[src/rtl/fitness_sequencer_if.sv]
// Bus between the fitness sequencer and its controller/circuit harness.
// The slave modport is the sequencer side; the master modport is the controller side.
interface fitness_sequencer_if #(
  parameter int IN  = 4,
  parameter int OUT = 2
);
  localparam int TOTAL = OUT * (2 ** IN);
  localparam int FW    = $clog2(TOTAL + 1);

  logic                 start;
  logic [TOTAL-1:0]     target_tt;
  logic [IN-1:0]        circ_inp;
  logic [OUT-1:0]       circ_out;
  logic                 busy;
  logic                 done;
  logic [FW-1:0]        fitness;
  logic                 perfect;

  modport slave (
    input  start, target_tt, circ_out,
    output circ_inp, busy, done, fitness, perfect
  );

  modport master (
    output start, target_tt, circ_out,
    input  circ_inp, busy, done, fitness, perfect
  );
endinterface

[src/rtl/fitness_sequencer.sv]
// Walks every input vector of a genetic circuit, scores matching output bits against a target truth table.
// Define GENETICO_OSC_CHECK_EN to add a second sample per vector that zeroes the score of oscillating outputs.
module fitness_sequencer #(
  parameter int IN     = 4,
  parameter int OUT    = 2,
  parameter int SETTLE = 4
) (
  input  logic                 clk,
  input  logic                 rst_n,
  fitness_sequencer_if.slave   bus
);
  localparam int TOTAL = OUT * (2 ** IN);
  localparam int FW    = $clog2(TOTAL + 1);
`ifdef GENETICO_OSC_CHECK_EN
  localparam int W = SETTLE + 1;
`else
  localparam int W = SETTLE;
`endif
  localparam int CW = (W > 1) ? $clog2(W) : 1;

  typedef enum logic [1:0] {IDLE, RUN, FINISH} state_t;

  state_t          state;
  logic [CW-1:0]   cyc;
  logic [IN-1:0]   vec;
  logic            busy_r;
  logic            done_r;
  logic            perfect_r;
  logic [FW-1:0]   acc;
  logic [OUT-1:0]  tgt;
  logic [FW-1:0]   hits;
  logic [FW-1:0]   acc_nxt;

  function automatic logic [FW-1:0] popcount(input logic [OUT-1:0] x);
    logic [FW-1:0] n;
    n = '0;
    for (int i = 0; i < OUT; i++) n = n + FW'(x[i]);
    return n;
  endfunction

  assign tgt = bus.target_tt[vec*OUT +: OUT];

`ifdef GENETICO_OSC_CHECK_EN
  logic [OUT-1:0] early_s;

  // Early sample one cycle before the scoring sample; no reset needed, only read in RUN.
  always_ff @(posedge clk) begin
    if (state == RUN && cyc == CW'(W - 2)) early_s <= bus.circ_out;
  end
`endif

  always_comb begin
    hits = popcount(~(bus.circ_out ^ tgt));
`ifdef GENETICO_OSC_CHECK_EN
    if (early_s != bus.circ_out) hits = '0;
`endif
    acc_nxt = acc + hits;
  end

  always_ff @(posedge clk) begin
    if (!rst_n) begin
      state     <= IDLE;
      busy_r    <= 1'b0;
      done_r    <= 1'b0;
      perfect_r <= 1'b0;
      acc       <= '0;
      vec       <= '0;
      cyc       <= '0;
    end else begin
      case (state)
        IDLE: begin
          if (bus.start) begin
            state     <= RUN;
            busy_r    <= 1'b1;
            vec       <= '0;
            cyc       <= '0;
            acc       <= '0;
            perfect_r <= 1'b0;
          end
        end
        RUN: begin
          // Score on the last cycle of the window, then step straight to the next vector.
          if (cyc == CW'(W - 1)) begin
            acc <= acc_nxt;
            cyc <= '0;
            if (vec == '1) begin
              state     <= FINISH;
              busy_r    <= 1'b0;
              done_r    <= 1'b1;
              perfect_r <= (acc_nxt == FW'(TOTAL));
            end else begin
              vec <= vec + IN'(1);
            end
          end else begin
            cyc <= cyc + CW'(1);
          end
        end
        FINISH: begin
          done_r <= 1'b0;
          state  <= IDLE;
        end
        default: state <= IDLE;
      endcase
    end
  end

  assign bus.circ_inp = vec;
  assign bus.busy     = busy_r;
  assign bus.done     = done_r;
  assign bus.fitness  = acc;
  assign bus.perfect  = perfect_r;
endmodule

[src/flat_wrapper.sv]
// flat-port wrapper written by rule: the top's interface ports become plain ports
module fitness_sequencer_flat 
#(
  parameter int IN     = 4,
  parameter int OUT    = 2,
  parameter int SETTLE = 4
)
  (clk, rst_n, bus_start, bus_target_tt, bus_circ_out, bus_circ_inp, bus_busy, bus_done, bus_fitness, bus_perfect);
  fitness_sequencer_if #(.IN(IN), .OUT(OUT)) bus_i ();
  input  logic clk;
  input  logic rst_n;
  input wire logic [$bits(bus_i.start)-1:0] bus_start;
  input wire logic [$bits(bus_i.target_tt)-1:0] bus_target_tt;
  input wire logic [$bits(bus_i.circ_out)-1:0] bus_circ_out;
  output wire logic [$bits(bus_i.circ_inp)-1:0] bus_circ_inp;
  output wire logic [$bits(bus_i.busy)-1:0] bus_busy;
  output wire logic [$bits(bus_i.done)-1:0] bus_done;
  output wire logic [$bits(bus_i.fitness)-1:0] bus_fitness;
  output wire logic [$bits(bus_i.perfect)-1:0] bus_perfect;
  assign bus_i.start = bus_start;
  assign bus_i.target_tt = bus_target_tt;
  assign bus_i.circ_out = bus_circ_out;
  assign bus_circ_inp = bus_i.circ_inp;
  assign bus_busy = bus_i.busy;
  assign bus_done = bus_i.done;
  assign bus_fitness = bus_i.fitness;
  assign bus_perfect = bus_i.perfect;
  fitness_sequencer #(.IN(IN), .OUT(OUT), .SETTLE(SETTLE)) u_core (.clk(clk), .rst_n(rst_n), .bus(bus_i));
endmodule
[config.mk]
export PLATFORM = sky130hd
export DESIGN_NAME = fitness_sequencer_flat
export DESIGN_NICKNAME = d
export VERILOG_FILES = /design/src/rtl/fitness_sequencer_if.sv /design/src/rtl/fitness_sequencer.sv /design/src/flat_wrapper.sv
export SDC_FILE = /design/constraint.sdc
export NUM_CORES = 1
export LEC_CHECK = 0
export BUFFER_PORTS_ARGS = -buffer_cell sky130_fd_sc_hd__clkbuf_2
export CAP_MARGIN = 20
export CORE_ASPECT_RATIO = 0.8
export CORE_UTILIZATION = 42
export DETAILED_ROUTE_END_ITERATION = 10
export PLACE_DENSITY = 0.74
export SLEW_MARGIN = 10
export SYNTH_ARGS = -nofsm -noshare
export SYNTH_HDL_FRONTEND = slang
export SYNTH_SLANG_ARGS = --single-unit
[constraint.sdc]
create_clock -name clk -period 3.5 [get_ports clk]
set_clock_uncertainty 0.1 [all_clocks]
set_input_delay 0.7 -clock clk [delete_from_list [all_inputs] [get_ports clk]]
set_output_delay 0.7 -clock clk [all_outputs]
set_load 0.02 [all_outputs]
==> flow_metrics.py, run 1 <==
metrics = {
    "synthesis": {
        "syn-cell-area_um2": 1160,
        "synth_cells": 121,
        "syn_avg_cell_area_um2": 9.56,
        "synth_nets": 164,
        "synth_flop_cell": "dfxtp_1",
        "async_reset_ff_share_pct": 0,
        "ys_types": 38,
        "synth_warnings": 0,
        "ys_seq_elements": 17,
        "synth.yosys.seq_area_share_pct": 29.4,
        "synth_edf_count": 0,
    },
    "floorplan": {
        "fp.dieW_um": 60.7,
        "die_h_um": 49.0,
        "io_pins": 50,
        "initial_utilization_pct": 45.9,
        "core-area_um2": 2520,
        "num_rows": 16,
        "design.die.area_um2": 2970,
    },
    "setup_path": {
        "endpoint_kind": "flop",
        "rr_startpoint": "u_core.bus.circ_inp[1]$_SDFFE_PN0P_",
        "rrSetupSlack_ns": 0.13,
        "required_ns": 3.65,
        "startpoint_type": "flop",
        "crit_slowest_cell": "mux4_2",
        "worstSetupStartpoint": "u_core.bus.circ_inp[1]$_SDFFE_PN0P_",
        "crit_path_frequent_cell": "mux4_2",
        "path_class": "flop to flop",
        "crit_chain": "clkbuf_16, mux4_2, mux4_2, xnor2_1, ha_1, ha_2, inv_2, fa_2, xor2_1, nand3_1, a211o_1, o21ai_1",
        "worst_r2r_endpoint": "u_core.bus.perfect$_SDFFE_PN0P_",
        "cp_max_fo": 5,
        "r2r_cells": 12,
        "critPathArrivalTime_ns": 3.51,
        "crit_path_max_incr_delay_ns": 0.52,
    },
    "timing": {
        "setup_violations": 0,
        "post-route-min-period_ns": 3.37,
        "relSlewSlack_pct": 61.8,
        "slew_violations": 0,
        "period_share_pct": 96.3,
        "finalHoldViolations": 0,
        "rsz0062_at_grt": "no",
        "max_freq_ghz": 0.297,
        "layout_setup_ws_ns": 0.131,
        "fin_tns_setup_ns": 0,
        "worst_pin_slew_ns": 0.568,
    },
    "power": {
        "p_per_area_nw_per_um2": 258,
        "pwr-share-seq_pct": 51.2,
        "switching_share_pct": 28.2,
        "p_comb_share_pct": 20.3,
        "pwr-share-clk_pct": 28.5,
        "peakVddDrop_mv": 0.166,
        "switchingPower_uw": 110,
        "p_leak_uw": 0.000650,
        "p_int_uw": 281,
    },
    "detailed_routing": {
        "wl_per_cell_um": 16.1,
        "drtAntennaViolNets": 0,
        "drtIter0Drc": 68,
        "top_layer": "met4",
        "dr_total_vias": 1217,
        "wl_met2_mm": 1.72,
        "first_pass_iters": 4,
        "via_per_inst": 5.77,
        "drt-met1-wl_mm": 1.45,
        "drt-total-wl_mm": 3.39,
        "met3_wirelength_um": 125,
        "drc": 0,
    },
    "cts": {
        "cts_hold_buf": 0,
        "htree_num_levels": 1,
        "clk_latency_ns": 0.31,
        "cts_tree": "done",
        "cts-root-buf": "clkbuf_4",
        "numClockSinks": 17,
        "cts_setup_buffers": 0,
        "cts_buffer_depth": 2,
        "clkTransAtPathRegs_ns": 0.11,
        "cts_made_buffers": 3,
    },
    "placement": {
        "dp_hpwl_mm": 2.55,
        "place_congestion": 0.875,
        "io_buffers": 49,
        "place_ws_ns": -0.255,
    },
    "global_routing": {
        "grt.total_usage_pct": 23.7,
        "grt_max_degree": 15,
        "antenna_found_initial": 0,
        "grt_pass1_wl_mm": 5.27,
        "grt_overflow": 0,
        "grt_pass1_vias": 1220,
    },
    "cells_and_area": {
        "syn2layout_area_growth_pct": 31.1,
        "diodes": 0,
        "nNetsFinal": 219,
        "fill_cells": 239,
        "layout-drive-gt1-share_pct": 42.3,
    },
    "min_path": {
        "hold_depth": 2,
        "hold_start": "u_core.bus.busy$_SDFFE_PN0P_",
        "hp-class": "flop to flop",
        "whs_endpoint": "u_core.bus.busy$_SDFFE_PN0P_",
    },
    "outcome": {
        "status": "finished, final reports clean",
    },
    "run": {
        "drv_cap": 0,
    },
}
[cells in the mapped netlist (3+ instances only)]
cell / number / area, um^2
a21oi_1: 13 / 65.1
nand3_1: 9 / 45.0
nor2_1: 11 / 41.3
mux4_1: 6 / 158
o21ai_0: 5 / 25.0
nand2_1: 10 / 37.5
xor2_1: 3 / 26.3
dfxtp_1: 17 / 340
ha_1: 5 / 62.6
inv_1: 6 / 22.5
mux4_2: 4 / 90.1
[per-stage QoR]
step / cell area [um^2] / hold slack (ns) / total power (uW) / cells / utilization (%)
floorplan: 1160 / 0.352 / 246 / 121 / -
global placement: 1470 / 0.346 / 275 / 206 / 58.1
detailed placement: 1470 / 0.357 / 280 / 206 / 58.1
CTS: 1500 / 0.371 / 387 / 210 / 59.3
global route: 1520 / 0.393 / 407 / 211 / 60.2
finish: 1520 / 0.374 / 391 / 211 / 60.2
[timing repair]
action                                  in CTS  in global routing
pin swaps                                    0                  6
cloned                                       0                  1
endpoints found under the setup margin       1                  1
gates resized for setup                      2                 12
endpoints found under the hold margin        0                  0
[cell usage in the layout (no fill, tap or decap), types with 2 or more instances in the layout]
cell type and n:
ha_1 4, dfxtp_1 16, nand3_1 9, nand2_1 10
o21ai_0 4, xor2_1 3, buf_4 3, a21oi_1 13
clkbuf_4 3, nor2_1 11, inv_1 5, mux4_2 10
nor3_1 2, a311oi_1 2, clkbuf_2 49, a31oi_1 2
[per-layer routing]
metal,GRT usage [%],vias to the layer above
met5,0,-
met4,10.6,0
met3,5.84,13
met2,39.0,36
met1,28.7,599
li1,-,569
[how the worst max path moves through the flow]
stage                                       to  slack [ns]  cells past startpoint
2_1_floorplan  u_core.bus.perfect$_SDFFE_PN0P_        0.01                     12
3_3_place_gp   u_core.bus.perfect$_SDFFE_PN0P_       -0.15                     12
3_5_place_dp   u_core.bus.perfect$_SDFFE_PN0P_       -0.26                     12
4_1_cts        u_core.bus.perfect$_SDFFE_PN0P_        0.03                     12
5_1_grt        u_core.bus.perfect$_SDFFE_PN0P_        0.01                     12
6_report       u_core.bus.perfect$_SDFFE_PN0P_        0.13                     12
[cell type report]
class,count,area (um^2),share of cell area (%)
Tap cell,36,45.0,2.97
Timing Repair Buffer,54,313,20.6
Clock buffer,4,26.3,1.73
Sequential cell,17,344,22.7
Inverter,6,22.5,1.48
Multi-Input combinational cell,94,767,50.5
[kinds of logic after synthesis]
group	Yosys count	share of synthesized area (%)
fa+ha+maj	6	7.14
mux	11	22.4
compound gates	31	16.5
xor+xnor	5	3.78
buf+inv	10	4.00
simple gates	41	16.8
flops	17	29.4
[critical path, delay by kind of cell, from the launching register on]
family	cells	cell delay, ns
buffers and inverters	2	0.19
adder cells (fa/ha/maj)	3	0.86
AO/OA/AOI/OAI	2	0.37
flip-flops	1	0.39
XOR/XNOR	2	0.30
AND/OR/NAND/NOR	1	0.10
multiplexers	2	1.00
[registers in the layout (all words and copies together), names as in the netlist]
register	cells
u_core.bus.circ_inp	4
u_core.bus.busy	1
u_core.state	2
u_core.bus.done	1
u_core.bus.fitness	6
u_core.bus.perfect	1
u_core.cyc	2
[power groups by stage]
stage | clock network (uW) | registers (uW) | logic (uW)
after floorplan | 0 | 207 | 39.2
after global placement | 0 | 205 | 70.5
after detailed placement | 0 | 205 | 74.6
after CTS | 111 | 201 | 75.1
after global routing | 120 | 201 | 86.0
final | 111 | 200 | 79.4
No activity file was read; power rests on OpenSTA's default activity.
==> inputs of run 2 (changes only) <==
==> constraint.sdc (replaced) <==
create_clock -name clk -period 3.05 [get_ports clk]
set_clock_uncertainty 0.1 [all_clocks]
set_input_delay 0.61 -clock clk [delete_from_list [all_inputs] [get_ports clk]]
set_output_delay 0.61 -clock clk [all_outputs]
set_load 0.02 [all_outputs]
==> flow_metrics.py, run 2 (same netlist as run 1, synthesis figures left out) <==
metrics = {
    "outcome": {
        "status": "finished, violations left",
        "failed_checks": "negative setup slack",
    },
    "min_path": {
        "hp-class": "flop to flop",
        "hold_depth": 2,
        "hold_start": "u_core.bus.busy$_SDFFE_PN0P_",
        "whs_endpoint": "u_core.bus.busy$_SDFFE_PN0P_",
    },
    "cells_and_area": {
        "regArea_um2": 344,
        "mostFrequentLayoutCells": "clkbuf_2, dfxtp_1, a21oi_1",
        "largest_register_ffs": 6,
        "syn2layout_area_growth_pct": 34.6,
        "final_cell_count_no_fill": 216,
        "fill_cells": 229,
        "layout.cells.most_common": "clkbuf_2",
        "multiInputGateArea_um2": 771,
        "nNetsFinal": 224,
        "layout-drive-gt1-share_pct": 44.4,
        "final_core_util_pct": 61.8,
        "diodes": 0,
    },
    "timing": {
        "period_share_pct": 108,
        "slew_violations": 0,
        "timing.hold.ws_ns": 0.367,
        "finalHoldViolations": 0,
        "relSlewSlack_pct": 69.8,
        "layout_setup_ws_ns": -0.246,
        "post-route-min-period_ns": 3.30,
        "worst_pin_slew_ns": 0.452,
        "max_freq_ghz": 0.303,
        "setup_violations": 6,
        "rsz0062_at_grt": "yes",
    },
    "global_routing": {
        "antenna_found_initial": 0,
        "grt_pass1_vias": 1221,
        "grt_max_degree": 15,
        "grt_overflow": 0,
        "grt_pass1_wl_mm": 5.40,
        "grt.total_usage_pct": 24.1,
    },
    "placement": {
        "place_ws_ns": -0.479,
        "io_buffers": 49,
        "place_congestion": 0.876,
        "dp_hpwl_mm": 2.37,
        "dp_cells": 207,
    },
    "cts": {
        "clkTransAtPathRegs_ns": 0.11,
        "cts_made_buffers": 3,
        "htree_num_levels": 1,
        "cts_buffer_depth": 2,
        "numClockSinks": 17,
        "cts_tree": "done",
        "clk_latency_ns": 0.32,
        "cts_hold_buf": 0,
        "cts-root-buf": "clkbuf_4",
    },
    "detailed_routing": {
        "drc": 0,
        "drt-total-wl_mm": 3.17,
        "dr_total_vias": 1211,
        "via_per_inst": 5.61,
        "first_pass_iters": 4,
        "drtAntennaViolNets": 0,
        "drtIter0Drc": 84,
        "wl_per_cell_um": 14.7,
    },
    "power": {
        "p_int_uw": 323,
        "p_comb_share_pct": 19.9,
        "switching_share_pct": 28.5,
        "p_leak_uw": 0.000669,
        "pwr-share-clk_pct": 29.2,
        "peakVddDrop_mv": 0.222,
        "power_uw": 451,
        "p_per_area_nw_per_um2": 290,
        "pwr-share-seq_pct": 50.9,
        "switchingPower_uw": 129,
    },
    "floorplan": {
        "fp.dieW_um": 60.7,
        "num_rows": 16,
        "io_pins": 50,
        "core-area_um2": 2520,
        "initial_utilization_pct": 45.9,
        "die_h_um": 49.0,
        "design.die.area_um2": 2970,
    },
    "setup_path": {
        "crit_path_frequent_cell": "mux4_2",
        "endpoint_kind": "flop",
        "rr_startpoint": "u_core.bus.circ_inp[1]$_SDFFE_PN0P_",
        "crit_path_max_incr_delay_ns": 0.50,
        "critPathArrivalTime_ns": 3.42,
        "crit_chain": "buf_12, mux4_2, mux4_2, xnor2_1, ha_1, ha_2, inv_2, fa_2, xor2_1, and4_1, o22ai_1, o21ai_1",
        "crit_slowest_cell": "mux4_2",
        "worstSetupStartpoint": "u_core.bus.circ_inp[1]$_SDFFE_PN0P_",
        "required_ns": 3.17,
        "startpoint_type": "flop",
        "r2r_cells": 12,
        "path_class": "flop to flop",
        "rrSetupSlack_ns": -0.25,
        "cp_max_fo": 5,
        "worst_r2r_endpoint": "u_core.bus.perfect$_SDFFE_PN0P_",
    },
    "run": {
        "drv_cap": 0,
    },
}
## run 2: cell count changes in the layout (fill, tap and decap cells not counted), sizes merged
cell | previous run | this run
clkbuf | 54 | 53
buf | 4 | 10
## run 2: final cells by class
class / count / share of cell area, %
multi-input cells: 94 / 49.5
flip-flops and latches: 17 / 22.1
clock buffers: 4 / 1.69
well taps: 36 / 2.89
inverters: 6 / 1.45
repair buffers: 59 / 22.4
## run 2: power groups by stage
stage | registers [uW] | clock network, uW | logic (uW)
2_1_floorplan | 237 | 0 | 46.3
3_3_place_gp | 234 | 0 | 82.8
3_5_place_dp | 235 | 0 | 85.2
4_1_cts | 229 | 129 | 86.5
5_1_grt | 230 | 146 | 100
6_report | 230 | 132 | 90.0
## run 2: timing repair
item / 4_1_cts / 5_1_grt
pin swaps: 2 / 1
resized for setup: 3 / 3
setup buffers: 4 / 1
setup endpoints to repair: 4 / 6
## run 2: through the flow
stage | setup TNS [ns] | instance area [um^2]
2_1_floorplan | -0.496 | 1140
3_3_place_gp | -1.30 | 1460
3_5_place_dp | -1.72 | 1460
4_1_cts | -0.717 | 1540
5_1_grt | -1.41 | 1560
6_report | -0.818 | 1560
## run 2: worst max-delay path by stage
stage | end | slack [ns] | cells past startpoint
6_report | u_core.bus.perfect$_SDFFE_PN0P_ | -0.25 | 12
5_1_grt | u_core.bus.perfect$_SDFFE_PN0P_ | -0.34 | 12
4_1_cts | u_core.bus.perfect$_SDFFE_PN0P_ | -0.24 | 12
3_5_place_dp | u_core.bus.perfect$_SDFFE_PN0P_ | -0.48 | 12
3_3_place_gp | u_core.bus.fitness[4]$_SDFFE_PN0P_ | -0.35 | 11
2_1_floorplan | u_core.bus.perfect$_SDFFE_PN0P_ | -0.22 | 11
## run 2: per-layer routing
layer  up-vias  track usage (%)  routed length, um
met5         -                0                  0
met4         0             9.09                 56
met3         7             6.63                241
met2        55             39.6               1590
met1       571             29.7               1270
li1        578                -                  -
## run 2: worst max-delay path, delay by kind of cell, from the launching register on
| family | cells | cell delay [ns] |
|---|---|---|
| buffers and inverters | 2 | 0.16 |
| flip-flops | 1 | 0.37 |
| multiplexers | 2 | 0.99 |
| AND/OR/NAND/NOR | 1 | 0.21 |
| AO/OA/AOI/OAI | 2 | 0.21 |
| adder cells (fa/ha/maj) | 3 | 0.85 |
| XOR/XNOR | 2 | 0.32 |
==> inputs of run 3 (changes only) <==
==> constraint.sdc (replaced) <==
create_clock -name clk -period 3.05 [get_ports clk]
set_clock_uncertainty 0.1 [all_clocks]
set_input_delay 0.1525 -clock clk [delete_from_list [all_inputs] [get_ports clk]]
set_output_delay 0.1525 -clock clk [all_outputs]
set_load 0.02 [all_outputs]
==> flow_metrics.py, run 3 (same netlist as run 1, synthesis figures left out) <==
metrics = {
    "outcome": {
        "status": "finished, violations left",
        "failed_checks": "negative setup slack",
    },
    "floorplan": {
        "design.die.area_um2": 2970,
        "core-area_um2": 2520,
        "num_rows": 16,
        "fp.dieW_um": 60.7,
        "die_h_um": 49.0,
        "initial_utilization_pct": 45.9,
        "io_pins": 50,
    },
    "cts": {
        "cts_buffer_depth": 2,
        "cts_tree": "done",
        "htree_num_levels": 1,
        "numClockSinks": 17,
        "clkTransAtPathRegs_ns": 0.11,
        "cts_made_buffers": 3,
        "clk_latency_ns": 0.30,
        "cts_hold_buf": 0,
        "cts-root-buf": "clkbuf_4",
    },
    "cells_and_area": {
        "syn2layout_area_growth_pct": 33.3,
        "mostFrequentLayoutCells": "clkbuf_2, dfxtp_1, a21oi_1",
        "largest_register_ffs": 6,
        "layout.cells.most_common": "clkbuf_2",
        "final_core_util_pct": 61.2,
        "final_cell_count_no_fill": 213,
        "nNetsFinal": 221,
        "diodes": 0,
        "layout-drive-gt1-share_pct": 43.5,
    },
    "power": {
        "power_uw": 449,
        "switchingPower_uw": 128,
        "pwr-share-clk_pct": 28.4,
        "switching_share_pct": 28.5,
        "p_comb_share_pct": 20.4,
        "p_per_area_nw_per_um2": 291,
        "p_int_uw": 321,
        "p_leak_uw": 0.000657,
        "pwr-share-seq_pct": 51.2,
        "peakVddDrop_mv": 0.183,
    },
    "detailed_routing": {
        "met3_wirelength_um": 200,
        "drtAntennaViolNets": 0,
        "top_layer": "met4",
        "dr_total_vias": 1220,
        "drtIter0Drc": 55,
        "first_pass_iters": 4,
        "wl_per_cell_um": 15.4,
        "via_per_inst": 5.73,
        "drt-total-wl_mm": 3.27,
        "drt-met1-wl_mm": 1.33,
        "drc": 0,
        "wl_met2_mm": 1.68,
    },
    "setup_path": {
        "path_class": "flop to flop",
        "worstSetupStartpoint": "u_core.bus.circ_inp[1]$_SDFFE_PN0P_",
        "critPathArrivalTime_ns": 3.37,
        "startpoint_type": "flop",
        "cp_max_fo": 4,
        "required_ns": 3.15,
        "endpoint_kind": "flop",
        "rr_startpoint": "u_core.bus.circ_inp[1]$_SDFFE_PN0P_",
    },
    "placement": {
        "place_congestion": 0.899,
        "place_ws_ns": -0.224,
        "dp_hpwl_mm": 2.56,
        "io_buffers": 49,
        "dp_cells": 206,
    },
    "timing": {
        "post-route-min-period_ns": 3.27,
        "finalHoldViolations": 0,
        "relSlewSlack_pct": 67.9,
        "rsz0062_at_grt": "yes",
        "fin_tns_setup_ns": -0.615,
        "period_share_pct": 107,
        "setup_violations": 4,
        "max_freq_ghz": 0.306,
        "slew_violations": 0,
        "layout_setup_ws_ns": -0.219,
        "worst_pin_slew_ns": 0.480,
    },
    "run": {
        "drv_cap": 0,
    },
    "min_path": {
        "hp-class": "input port to flop",
        "hold_start": "rst_n",
    },
    "global_routing": {
        "grt_max_degree": 15,
        "grt_pass1_wl_mm": 5.62,
        "grt_overflow": 0,
        "antenna_found_initial": 0,
        "grt.total_usage_pct": 25.2,
        "grt_pass1_vias": 1241,
    },
}
run 3: final cells by class:
cell class                      count  area [um^2]
Timing Repair Buffer               56          327
Fill cell                         235          980
Multi-Input combinational cell     94          777
Inverter                            6         22.5
Clock inverter                      1         5.00
Clock buffer                        3         22.5
Tap cell                           36         45.0
Sequential cell                    17          344
run 3: worst paths after layout:
kind	cells past startpoint	slack, ns	endpoint
min	3	0.05	u_core.bus.circ_inp[3]$_SDFFE_PN0P_
max	12	-0.22	u_core.bus.perfect$_SDFFE_PN0P_
max reg2reg	12	-0.22	u_core.bus.perfect$_SDFFE_PN0P_
min reg2reg	2	0.37	u_core.bus.busy$_SDFFE_PN0P_
run 3: layer usage:
| layer | track usage [%] | vias to the layer above |
|---|---|---|
| met5 | 0 | - |
| met3 | 6.63 | 9 |
| met4 | 9.09 | 0 |
| met1 | 31.6 | 592 |
| li1 | - | 575 |
| met2 | 41.2 | 44 |
run 3: worst max-delay path, stage by stage (launching register included):
cell     delay (ns)
dfxtp_4        0.39
buf_6          0.13
mux4_2         0.51
mux4_2         0.47
xnor2_1        0.14
ha_1           0.31
ha_4           0.15
inv_2          0.04
fa_2           0.38
xor2_1         0.16
and4_1         0.20
o22ai_1        0.13
o21ai_1        0.07
run 3: power groups by stage:
stage / Combinational, uW / Clock [uW] / Sequential [uW]
finish: 91.4 / 128 / 230
global route: 101 / 141 / 231
CTS: 86.5 / 130 / 230
detailed placement: 85.5 / 0 / 235
global placement: 83.2 / 0 / 235
floorplan: 46.3 / 0 / 237
run 3: repair_timing:
action / 4_1_cts / 5_1_grt
pin swaps: 7 / 1
resized for setup: 5 / 1
setup buffers: 3 / 0
setup endpoints to repair: 5 / 5
run 3: stage by stage:
stage | instance area, um^2 | hold WS [ns]
global route | 1540 | 0.0684
detailed placement | 1450 | 0.350
floorplan | 1150 | 0.193
CTS | 1530 | 0.0356
global placement | 1450 | 0.344
finish | 1540 | 0.0520
